## src/rtl/calf_inject_ni_pkg.sv

```systemverilog
// Shared definitions for the CALF injection network interface: flit field
// layout, the queued request record, FSM states and the flit formatter.
package calf_inject_ni_pkg;

  localparam int CONTROL_W = 144;

  localparam int DEST_LSB  = 0;
  localparam int DEST_W    = 4;
  localparam int SRC_LSB   = 4;
  localparam int SRC_W     = 4;
  localparam int SEQ_LSB   = 8;
  localparam int SEQ_W     = 3;
  localparam int VALID_BIT = 11;
  localparam int MSHR_LSB  = 12;
  localparam int MSHR_W    = 4;
  localparam int DATA_LSB  = 16;
  localparam int DATA_W    = 128;

  // One queued request: {last, mshr, dest, data} = 137 bits.
  typedef struct packed {
    logic              last;
    logic [MSHR_W-1:0] mshr;
    logic [DEST_W-1:0] dest;
    logic [DATA_W-1:0] data;
  } req_t;

  typedef enum logic {
    ST_IDLE  = 1'b0,
    ST_OFFER = 1'b1
  } state_t;

  // Build the router-facing flit from a queued request.
  function automatic logic [CONTROL_W-1:0] format_flit(
    input req_t             r,
    input logic [SRC_W-1:0] src,
    input logic [SEQ_W-1:0] seq
  );
    logic [CONTROL_W-1:0] f;
    f                        = '0;
    f[DEST_LSB +: DEST_W]    = r.dest;
    f[SRC_LSB  +: SRC_W]     = src;
    f[SEQ_LSB  +: SEQ_W]     = seq;
    f[VALID_BIT]             = 1'b1;
    f[MSHR_LSB +: MSHR_W]    = r.mshr;
    f[DATA_LSB +: DATA_W]    = r.data;
    return f;
  endfunction

endpackage

```

## src/rtl/calf_inject_ni_if.sv

```systemverilog
// Node request channel plus router injection port, bundled as one interface.
interface calf_inject_ni_if;

  logic                                 in_valid;
  logic                                 in_ready;
  logic [3:0]                           in_dest;
  logic [3:0]                           in_mshr;
  logic                                 in_last;
  logic [127:0]                         in_data;
  logic [calf_inject_ni_pkg::CONTROL_W-1:0] port4_ci;
  logic                                 port4_ready;
  logic                                 port4_ack;

  // Environment side: the node issuing requests and the router answering.
  modport master (
    output in_valid, in_dest, in_mshr, in_last, in_data, port4_ready, port4_ack,
    input  in_ready, port4_ci
  );

  // Network-interface side.
  modport slave (
    input  in_valid, in_dest, in_mshr, in_last, in_data, port4_ready, port4_ack,
    output in_ready, port4_ci
  );

endinterface

```

## src/rtl/calf_ni_fifo.sv

```systemverilog
// Request FIFO: DEPTH entries of req_t with full/empty/count. Exposes the
// head and the entry behind it so the top can offer flits back-to-back.
module calf_ni_fifo
  import calf_inject_ni_pkg::*;
#(
  parameter int DEPTH = 4,
  localparam int AW   = $clog2(DEPTH)
) (
  input  logic        clk,
  input  logic        rst,
  input  logic        push,
  input  logic        pop,
  input  req_t        wdata,
  output req_t        head,
  output req_t        head_next,
  output logic        full,
  output logic        empty,
  output logic [AW:0] count
);

  req_t          mem [DEPTH];
  logic [AW-1:0] wr_ptr;
  logic [AW-1:0] rd_ptr;
  logic [AW-1:0] rd_ptr_next;

  assign rd_ptr_next = rd_ptr + 1'b1;
  assign head        = mem[rd_ptr];
  assign head_next   = mem[rd_ptr_next];
  assign full        = (count == (AW+1)'(DEPTH));
  assign empty       = (count == '0);

  // Storage write.
  // NOTE: the array has no reset; stale contents are never observed because
  // count gates every read, and leaving it unreset keeps it a plain RAM.
  always_ff @(posedge clk) begin
    if (push) mem[wr_ptr] <= wdata;
  end

  // Pointer and occupancy bookkeeping.
  always_ff @(posedge clk or negedge rst) begin
    if (!rst) begin
      wr_ptr <= '0;
      rd_ptr <= '0;
      count  <= '0;
    end else begin
      if (push) wr_ptr <= wr_ptr + 1'b1;
      if (pop)  rd_ptr <= rd_ptr_next;
      case ({push, pop})
        2'b10:   count <= count + 1'b1;
        2'b01:   count <= count - 1'b1;
        default: count <= count;
      endcase
    end
  end

endmodule

```

## src/rtl/calf_inject_ni.sv

```systemverilog
// CALF injection network interface: queues node requests, formats them into
// flits with in-packet sequence numbers, offers them on the router's
// injection port until acked, and keeps injection/stall statistics.
module calf_inject_ni
  import calf_inject_ni_pkg::*;
#(
  parameter logic [3:0] NODE_ID = 4'd5,
  parameter int         DEPTH   = 4,
  parameter int         CNT_W   = 16
) (
  input  logic                 clk,
  input  logic                 rst,
  calf_inject_ni_if.slave      bus,
  output logic                 busy,
  output logic [CNT_W-1:0]     inj_cnt,
  output logic [CNT_W-1:0]     stall_cnt
);

  localparam int AW = $clog2(DEPTH);

  state_t               state;
  logic [SEQ_W-1:0]     seq;
  logic [SEQ_W-1:0]     seq_next;
  logic [CONTROL_W-1:0] ci_q;
  logic                 ready_q;

  req_t        wr_req;
  req_t        head;
  req_t        head_next;
  logic        full;
  logic        empty;
  logic [AW:0] count;
  logic        push;
  logic        pop;
  logic        more;

  assign wr_req = '{last: bus.in_last, mshr: bus.in_mshr,
                    dest: bus.in_dest, data: bus.in_data};

  // in_ready stays low through reset and rises on the first edge after release.
  assign bus.in_ready = ready_q & ~full;
  assign push         = bus.in_valid & bus.in_ready;
  assign pop          = (state == ST_OFFER) & bus.port4_ack;
  assign more         = (count > (AW+1)'(1));
  assign seq_next     = head.last ? '0 : seq + 1'b1;
  assign bus.port4_ci = ci_q;
  assign busy         = (state == ST_OFFER) | ~empty;

  calf_ni_fifo #(.DEPTH(DEPTH)) u_fifo (
    .clk       (clk),
    .rst       (rst),
    .push      (push),
    .pop       (pop),
    .wdata     (wr_req),
    .head      (head),
    .head_next (head_next),
    .full      (full),
    .empty     (empty),
    .count     (count)
  );

  // Post-reset flag that enables the request channel.
  // NOTE: state registers use non-blocking assignments so every flop samples
  // pre-edge values regardless of block ordering.
  always_ff @(posedge clk or negedge rst) begin
    if (!rst) ready_q <= 1'b0;
    else      ready_q <= 1'b1;
  end

  // Offer FSM with output register, sequence number and statistics.
  always_ff @(posedge clk or negedge rst) begin
    if (!rst) begin
      state     <= ST_IDLE;
      ci_q      <= '0;
      seq       <= '0;
      inj_cnt   <= '0;
      stall_cnt <= '0;
    end else begin
      case (state)
        ST_IDLE: begin
          if (!empty && bus.port4_ready) begin
            state <= ST_OFFER;
            ci_q  <= format_flit(head, NODE_ID, seq);
          end else begin
            ci_q  <= '0;
          end
        end
        ST_OFFER: begin
          if (bus.port4_ack) begin
            seq     <= seq_next;
            inj_cnt <= inj_cnt + 1'b1;
            if (more && bus.port4_ready) begin
              ci_q  <= format_flit(head_next, NODE_ID, seq_next);
            end else begin
              state <= ST_IDLE;
              ci_q  <= '0;
            end
          end else if (stall_cnt != '1) begin
            stall_cnt <= stall_cnt + 1'b1;
          end
        end
      endcase
    end
  end

endmodule

```

## src/flat_wrapper.sv

```systemverilog
// flat-port wrapper written by rule: the top's interface ports become plain ports
module calf_inject_ni_flat import calf_inject_ni_pkg::*;
#(
  parameter logic [3:0] NODE_ID = 4'd5,
  parameter int         DEPTH   = 4,
  parameter int         CNT_W   = 16
)
  (clk, rst, busy, inj_cnt, stall_cnt, bus_in_valid, bus_in_dest, bus_in_mshr, bus_in_last, bus_in_data, bus_port4_ready, bus_port4_ack, bus_in_ready, bus_port4_ci);
  calf_inject_ni_if bus_i ();
  input  logic clk;
  input  logic rst;
  output logic busy;
  output logic [CNT_W-1:0] inj_cnt;
  output logic [CNT_W-1:0] stall_cnt;
  input wire logic [$bits(bus_i.in_valid)-1:0] bus_in_valid;
  input wire logic [$bits(bus_i.in_dest)-1:0] bus_in_dest;
  input wire logic [$bits(bus_i.in_mshr)-1:0] bus_in_mshr;
  input wire logic [$bits(bus_i.in_last)-1:0] bus_in_last;
  input wire logic [$bits(bus_i.in_data)-1:0] bus_in_data;
  input wire logic [$bits(bus_i.port4_ready)-1:0] bus_port4_ready;
  input wire logic [$bits(bus_i.port4_ack)-1:0] bus_port4_ack;
  output wire logic [$bits(bus_i.in_ready)-1:0] bus_in_ready;
  output wire logic [$bits(bus_i.port4_ci)-1:0] bus_port4_ci;
  assign bus_i.in_valid = bus_in_valid;
  assign bus_i.in_dest = bus_in_dest;
  assign bus_i.in_mshr = bus_in_mshr;
  assign bus_i.in_last = bus_in_last;
  assign bus_i.in_data = bus_in_data;
  assign bus_i.port4_ready = bus_port4_ready;
  assign bus_i.port4_ack = bus_port4_ack;
  assign bus_in_ready = bus_i.in_ready;
  assign bus_port4_ci = bus_i.port4_ci;
  calf_inject_ni #(.NODE_ID(NODE_ID), .DEPTH(DEPTH), .CNT_W(CNT_W)) u_core (.clk(clk), .rst(rst), .bus(bus_i), .busy(busy), .inj_cnt(inj_cnt), .stall_cnt(stall_cnt));
endmodule
```

## config.mk

```make
export PLATFORM = sky130hd
export DESIGN_NAME = calf_inject_ni_flat
export DESIGN_NICKNAME = d
export VERILOG_FILES = /design/src/rtl/calf_inject_ni_pkg.sv /design/src/rtl/calf_inject_ni_if.sv /design/src/rtl/calf_ni_fifo.sv /design/src/rtl/calf_inject_ni.sv /design/src/flat_wrapper.sv
export SDC_FILE = /design/constraint.sdc
export NUM_CORES = 1
export LEC_CHECK = 0
export CAP_MARGIN = 15
export CORE_AREA = 10 10 240 357
export DETAILED_ROUTE_END_ITERATION = 8
export DIE_AREA = 0 0 250 367
export SLEW_MARGIN = 15
export SYNTH_ARGS = -nofsm -noshare
export SYNTH_HDL_FRONTEND = slang
export SYNTH_SLANG_ARGS = --single-unit
```

## constraint.sdc

```tcl
create_clock -name clk -period 4.7 [get_ports clk]
set_input_delay 1.41 -clock clk [delete_from_list [all_inputs] [get_ports clk]]
set_output_delay 1.41 -clock clk [all_outputs]
set_load 0.02 [all_outputs]
```

## After elaboration in Yosys (flattened, before gate mapping)

Memory sizes are Yosys's and may differ from the RTL's.
Index checks and enable logic that the tools add are counted.

| storage, ports and cells | value |
|---|---|
| register bits after elaboration | 188 |
| bits in writable memories | 548 |
| input port bits | 142 |
| output and inout port bits | 178 |
| word-level logic and storage cells | 50 |
| memories kept | 1 |

Memories:

| memory | words | bits a word | rd ports | clocked after memory_dff | write ports | RTL line | RTL |
|---|---|---|---|---|---|---|---|
| u_core.u_fifo.mem | 4 | 137 | 2 | 0 | 1 | calf_ni_fifo.sv:21 | `req_t mem [DEPTH];` |

| cells by class | value |
|---|---|
| add/subtract/negate cells | 7 |
| magnitude comparators | 1 |
| eq/ne operators | 5 |
| multiplexer cells | 12 |
| bitwise gates (word level) | 8 |
| reductions and logical operators | 7 |

Operator list:

| operator | number |
|---|---|
| two-way mux 144 bit | 3 |
| case mux 144 bit (2 select lines) | 1 |
| adder 16 x 1 -> 16 bit (second input constant) | 2 |
| inequality test 16 bit (second input constant) | 1 |
| adder 3 x 1 -> 3 bit (second input constant) | 2 |
| case mux 3 bit (2 select lines) | 1 |
| two-way mux 1 bit | 5 |
| adder 2 x 1 -> 2 bit (second input constant) | 2 |
| NOT 1 bit | 4 |
| bitwise AND 1 bit | 3 |
| equality test 3 bit (second input constant) | 1 |
| greater-than comparator 3 x 1 -> 1 bit (second input constant) | 1 |
| logical NOT 3 bit | 1 |
| two-way mux 3 bit | 1 |
| AND reduction 3 bit | 1 |
| subtractor 3 x 1 -> 3 bit (second input constant) | 1 |
| equality test 2 x 1 -> 1 bit (second input constant) | 1 |
| equality test 2 bit (second input constant) | 1 |
| logical AND 1 bit | 2 |
| inequality test 2 bit (second input constant) | 1 |
| case mux 1 bit (2 select lines) | 1 |
| AND reduction 2 bit | 1 |
| nonzero test 2 bit | 1 |
| logical NOT 1 bit | 1 |
| bitwise OR 1 bit | 1 |

## Logic depth before layout (Yosys ltp)

Gate-level depths: netlist of run 1.

| logic depth | value |
|---|---|
| depth in word-level cells | 6 |
| gate-level depth with buffers | 9 |
| depth with buffers taken out | 9 |

## Cells and area by module

Synthesis of run 1 repeated with hierarchy kept, for this count alone.

| unflattened totals | value |
|---|---|
| cell total of the unflattened synthesis | 1711 |
| area total of the unflattened synthesis | 31844.3 um^2 |

By module, submodules not included:

| module | instances | cells each | area each (um^2) | seq. area each (um^2) |
|---|---|---|---|---|
| calf_ni_fifo | 1 | 921 | 23955.5 | 16631.0 |
| calf_inject_ni | 1 | 790 | 7888.8 | 4429.2 |

## Least setup slack after synthesis of run 1

No wires, ideal clock.

| path | value |
|---|---|
| path type | reg2reg |
| start | register u_core.u_fifo.count[1] |
| end | memory u_core.u_fifo.mem[1][0] (netlist name) (enable) |
| setup time | 0.514 ns |
| arrival time | 4.629 ns |
| required time | 4.186 ns |
| path slack | -0.443 ns |
| stages on the path, launching flop included | 5 |
| buffers on the path | 0 |
| clock period less this slack | 5.143 ns |
| cells stage by stage | dfrtp_1 -> inv_1 -> ha_1 -> a21boi_0 -> and3_1 |

| between the ends | value |
|---|---|
| word-level cells in the longest chain between the ends | 6 |

Ends and longest elaborated chain:

| item | RTL line | RTL |
|---|---|---|
| start: declaration | calf_ni_fifo.sv:18 | `output logic [AW:0] count` |
| start signal: assignment | calf_ni_fifo.sv:49 | `2'b10: count <= count + 1'b1;` |
| start signal: assignment | calf_ni_fifo.sv:50 | `2'b01: count <= count - 1'b1;` |
| start signal: assignment | calf_ni_fifo.sv:51 | `default: count <= count;` |
| equality test 3 bit | calf_ni_fifo.sv:29 | `assign full = (count == (AW+1)'(DEPTH));` |
| NOT 1 bit | calf_inject_ni.sv:41 | `assign bus.in_ready = ready_q & ~full;` |
| bitwise AND 1 bit | calf_inject_ni.sv:41 |  |
| via bus_in_ready | flat_wrapper.sv:22 | `output wire logic [$bits(bus_i.in_ready)-1:0] bus_in_ready;` |
| bitwise AND 1 bit | calf_inject_ni.sv:42 | `assign push = bus.in_valid & bus.in_ready;` |
| two-way mux 1 bit | calf_ni_fifo.sv:36 | `if (push) mem[wr_ptr] <= wdata;` |
| two-way mux 1 bit (not written as such) | calf_ni_fifo.sv:36 |  |
| end: declaration | calf_ni_fifo.sv:21 |  |

The timed path passes the listed nets, and every way through them passes these cells.

## Worst setup path after layout of run 1

| path | value |
|---|---|
| start | register u_core.u_fifo.count[1] |
| end | output bus_in_ready |

| between the ends | value |
|---|---|
| word-level cells in the longest chain between the ends | 3 |

Ends and longest elaborated chain:

| item | RTL line |
|---|---|
| equality test 3 bit | calf_ni_fifo.sv:29 |
| NOT 1 bit | calf_inject_ni.sv:41 |
| bitwise AND 1 bit | calf_inject_ni.sv:41 |
| end: declaration | flat_wrapper.sv:22 |

No other way between the ends.

==> metrics.txt, run 1 <==
Slew @ Worst Pin=1.024 ns; period utilization=87.47%; Seq/Total Area, Yosys=67.04%; clk sinks=732; H-tree depth=3; RSZ-0062 raised after global routing=false; most frequent cells in the layout=edfxtp_1 (548), clkdlybuf4s50_1 (316), nand2_1 (293); synth warn=0; drt drc=0; Top FF cell, synth=edfxtp_1; Placed Instances=2964; CTS Buf Count=75; delay-heaviest family, CP=buffers and inverters; largest net degree at the start of global routing=141; final setup fails=0; Post-synth EDFFs=548; vias in the first global route=18760; Worst-Skew Late Latency=0.62 ns; Critical Path Fanout Max=6; Final Max Slew Viols=0; maximum vdd drop=0.3561 mV; total of max-cap violations=0; CP max stage delay=0.78 ns; initial antenna violation count=20; Die X=250 um; leak pwr=0.01376 uW; FF+latch count, synth=732; Cell Count, Final, Fillers Out=3112; Buf+Inv Stages, Crit Path=2; # Post-CTS Setup Buffers=0; CP Launch Type=flop; PwrDens=567.5 mW/mm^2; die footprint=0.09175 mm^2; NumNets Final=2162; Post-Syn Area=0.03141 mm^2; Avg Vias per Cell=5.556; PostCTS Resize Cnt=0; maximum root-to-sink buffer count=3; design area=0.03826 mm^2; Arr. time, crit path=2.70 ns; Routed WL=77080 um; slew margin rel.=31.64%; Detailed Place HPWL=46210 um; total global-route track usage=16.63%; Placer Congestion=0.7511; Placed Area=0.03580 mm^2; DR vias=17290; wire length per cell=24.77 um; CTS tree=built; critical path endpoint category=primary output; Mapped Avg Cell Area=18.60 um^2; Worst Skew=0.01715 ns; area grow syn2layout=21.78%; violation count after the first detailed-routing iteration=1010; Synth cell types=49; global-route wire length before repair=117600 um; fillers=6609; GRT overflow=0; commonest non-fill, non-tap cell in the layout=edfxtp_1; post-route ant nets=0; cells after synthesis=1689; Hold Path Class=reg -> reg; critical-path cell list=inv_1 -> ha_1 -> a21boi_0 -> clkdlybuf4s50_1; post-synthesis async set-or-reset flop share=25.14%; die height=367 um; Worst-path clk slew=0.06 ns; total negative slack=0 ns; Setup CP Type=reg -> out; Max Freq=0.2432 GHz; CP required=3.29 ns; CP max-delay cell=clkdlybuf4s50_1; fraction of layout cells with a size suffix above 1=16.94%; hold_buf cts=0; drt pass-1 iters=5; Final Hold Viols=0; status=finished, final reports clean; root buf cell=clkbuf_16; Std-Cell Rows=127; Initial Util=39.62%; port buffer count=317; IO Count=320; min cycle time layout=4.111 ns; Core Area=0.07929 mm^2
layout make-up:
cell class	instances	area [um^2]	share of cell area [%]
diodes	8	20.02	0.05233
clock buffers	108	2165	5.658
repair buffers	355	3751	9.805
inverters	9	33.78	0.08831
clock inverters	32	270.3	0.7065
flip-flops and latches	732	21070	55.07
multi-input cells	836	9657	25.24
well taps	1032	1291	3.375
synthesized netlist by cell type, types with 2 or more instances:
cell type,number,area share (%)
edfxtp_1,548,52
nand2_1,293,3.5
dfrtp_1,184,15
mux4_2,183,13
a22oi_1,137,3.3
mux4_1,89,7.4
clkbuf_1,50,0.60
buf_6,27,0.97
xnor2_1,22,0.61
buf_2,14,0.22
buf_1,12,0.14
ha_1,11,0.44
nand4_1,11,0.22
xor2_1,10,0.28
and3_1,9,0.18
inv_1,9,0.11
nand3_1,9,0.14
nor2_1,9,0.11
buf_4,7,0.17
o21ai_0,7,0.11
and4_1,5,0.14
nor3_1,5,0.080
mux2_2,4,0.14
buf_8,3,0.14
nor2b_1,3,0.060
a21boi_0,2,0.048
conb_1,2,0.024
nand2b_1,2,0.040
nor4_1,2,0.040
sequential cells by signal (all words and copies together), names as in the netlist:
register / flops
u_core.ready_q: 1
u_core.seq: 3
u_core.inj_cnt: 16
u_core.u_fifo.mem: 548
u_core.u_fifo.count: 3
u_core.bus.port4_ci: 140
u_core.u_fifo.wr_ptr: 2
u_core.stall_cnt: 16
u_core.u_fifo.rd_ptr: 2
u_core.state: 1
where the power goes:
part	internal [uW]	switching, uW	total [uW]	leakage, uW
combinational	3630	3520	7160	0.00517
clock	3390	2480	5870	0.00119
sequential	7980	697	8680	0.00739
stage by stage:
stage	util (%)	setup slack (ns)	power, uW	hold slack (ns)
after CTS	48.22	0.5210	22070	0.4689
after global routing	48.24	0.3998	22860	0.4830
final	48.25	0.5888	21710	0.4647
after floorplan	-	1.111	13820	0.4733
after global placement	45.15	1.182	15910	0.4506
after detailed placement	45.15	1.202	16120	0.4553
cell families after synthesis:
group           synth area share, %
compound gates                3.633
xor+xnor                     0.8922
fa+ha+maj                    0.4381
buf+inv                       2.350
flops                         67.04
mux                           20.82
other cells                 0.02391
simple gates                  4.800
per-layer routing:
layer,share of wire [%],routed length [um],vias to the layer above,global-route usage [%]
li1,-,-,7556,-
met1,39,30410,9111,19.97
met2,52,39820,490,28.58
met3,6.4,4906,110,4.360
met4,2.3,1784,24,5.618
met5,0.20,151,-,0
path summary, 6_finish.rpt:
check,start,to,slack [ns],cells after the start
hold reg to reg,u_core.bus.port4_ci[57],u_core.bus.port4_ci[57],0.46,2
min in group asynchronous,rst,u_core.bus.port4_ci[42],0.89,1
setup reg to reg,u_core.u_fifo.count[1],u_core.u_fifo.mem[3][60],1.93,5
hold / removal,u_core.bus.port4_ci[57],u_core.bus.port4_ci[57],0.46,2
max in group asynchronous,rst,u_core.bus.port4_ci[21],2.87,2
setup / recovery,u_core.u_fifo.count[1],bus_in_ready,0.59,4
worst min-delay path: cells and delay by family, from the launching register on:
family / cells / cell delay [ns]
DFF: 1 / 0.34
and+or+nand+nor: 2 / 0.10
No activity file was read; power rests on OpenSTA's default activity.
==> run 2, diff against run 1 <==
CORE_AREA = 3 3 233 350   (was 10 10 240 357)
DIE_AREA = 0 0 236 353   (was 0 0 250 367)
==> run 2 against run 1 <==
Worst hold slack better by 0.00089 ns; die area is 9.2% lower; routed wire length hardly changed; sequential power is 1% higher; maximum frequency is 1.5% higher.
==> metrics.txt, run 2 (synthesis gave the netlist of run 1 again) <==
area grow syn2layout=21.79%; CP required=3.29 ns; Worst Skew=0.02256 ns; fillers=6473; Placer Congestion=0.8150; largest net degree at the start of global routing=82; Max Freq=0.2468 GHz; total of max-cap violations=0; area of the multi-input gates=0.009657 mm^2; hold_buf cts=0; slew margin rel.=32.70%; root buf cell=clkbuf_16; RSZ-0062 raised after global routing=false; total global-route track usage=18.52%; Std-Cell Rows=126; initial antenna violation count=14; critical path endpoint category=primary output; violation count after the first detailed-routing iteration=1055; maximum vdd drop=0.3653 mV; Detailed Place HPWL=46760 um; CP Launch Type=flop; Avg Vias per Cell=5.660; maximum root-to-sink buffer count=3; max reg flops=548; drt drc=0; fraction of layout cells with a size suffix above 1=16.98%; Initial Util=39.93%; Slew @ Worst Pin=1.010 ns; IO Count=320; commonest non-fill, non-tap cell in the layout=edfxtp_1; clk sinks=732; Core Area=0.07867 mm^2; Arr. time, crit path=2.64 ns; die footprint=0.08331 mm^2; period utilization=86.20%; CTS Buf Count=73; Routed WL=77100 um; Worst-Skew Late Latency=0.62 ns; vias in the first global route=18750; Placed Area=0.03586 mm^2; CTS tree=built; # Post-CTS Setup Buffers=0; total negative slack=0 ns; leak pwr=0.01377 uW; H-tree depth=3; status=finished, final reports clean; Largest Register=u_core.u_fifo.mem; Die X=236 um; PwrDens=568.0 mW/mm^2; Worst-path clk slew=0.06 ns; Final Hold Viols=0; NumNets Final=2163; setup slack after layout=0.6484 ns; Critical Path Fanout Max=6; post-route ant nets=0; DP Worst Slack=1.272 ns; DR vias=17520; port buffer count=317; Setup CP Type=reg -> out; most frequent cells in the layout=edfxtp_1 (548), clkdlybuf4s50_1 (316), nand2_1 (293); Final Max Slew Viols=0; wire length per cell=24.90 um; min cycle time layout=4.052 ns; GRT overflow=0; drt pass-1 iters=5; Hold Path Class=reg -> reg; Register Area=0.02107 mm^2; global-route wire length before repair=117700 um; final setup fails=0; die height=353 um; PostCTS Resize Cnt=0; design area=0.03826 mm^2
## run 2: cell types whose count changed in the layout (fill, tap and decap cells not counted), sizes merged
cell,change
clkbuf,-10
bufinv,+3
diode,-3
buf,+2
clkinv,+2
clkinvlp,-1
inv,-1
## run 2: per-layer routing
layer / vias up / track usage (%) / routed length, um
met5: - / 0 / 94
met4: 14 / 5.662 / 1786
met3: 121 / 3.976 / 4656
met2: 507 / 32.38 / 40210
met1: 9329 / 23.08 / 30350
li1: 7551 / - / -
## run 2: final timing paths
path                            depth (start not counted)  slack, ns                    start                        to
max in group asynchronous                               2       3.05                      rst   u_core.bus.port4_ci[46]
worst min-delay path                                    2       0.47  u_core.bus.port4_ci[45]   u_core.bus.port4_ci[45]
worst max register to register                          5       1.90   u_core.u_fifo.count[1]  u_core.u_fifo.mem[3][78]
worst min register to register                          2       0.47  u_core.bus.port4_ci[45]   u_core.bus.port4_ci[45]
worst max-delay path                                    4       0.65   u_core.u_fifo.count[1]              bus_in_ready
min in group asynchronous                               1       0.85                      rst  u_core.bus.port4_ci[132]
## run 2: through the flow
stage | util, % | power (uW) | cells | hold WS (ns)
6_report | 48.63 | 21730 | 3096 | 0.4656
3_3_place_gp | 45.59 | 16010 | 2959 | 0.4516
3_5_place_dp | 45.59 | 16230 | 2959 | 0.4564
4_1_cts | 48.61 | 22090 | 3091 | 0.4713
2_1_floorplan | - | 13820 | 1690 | 0.4733
5_1_grt | 48.62 | 22870 | 3093 | 0.4934
## run 2: critical path, cell delays in order (launching register included)
cell	delay, ns
dfrtp_1	0.41
inv_1	0.09
ha_1	0.19
a21boi_0	0.57
clkdlybuf4s50_1	0.74
## run 2: power breakdown
group | internal, uW | switching [uW] | leakage, uW
registers | 7980 | 826 | 0.00739
logic | 3690 | 3440 | 0.00521
clock network | 3350 | 2440 | 0.00117
total | 15000 | 6710 | 0.0138
## run 2: area by class of cell
type | count | share of cell area [%]
Inverter | 9 | 0.08830
Multi-Input combinational cell | 836 | 25.24
Tap cell | 1024 | 3.349
Sequential cell | 732 | 55.07
Timing Repair Buffer | 358 | 9.992
Clock buffer | 97 | 5.236
Clock inverter | 35 | 0.9910
Antenna cell | 5 | 0.03271
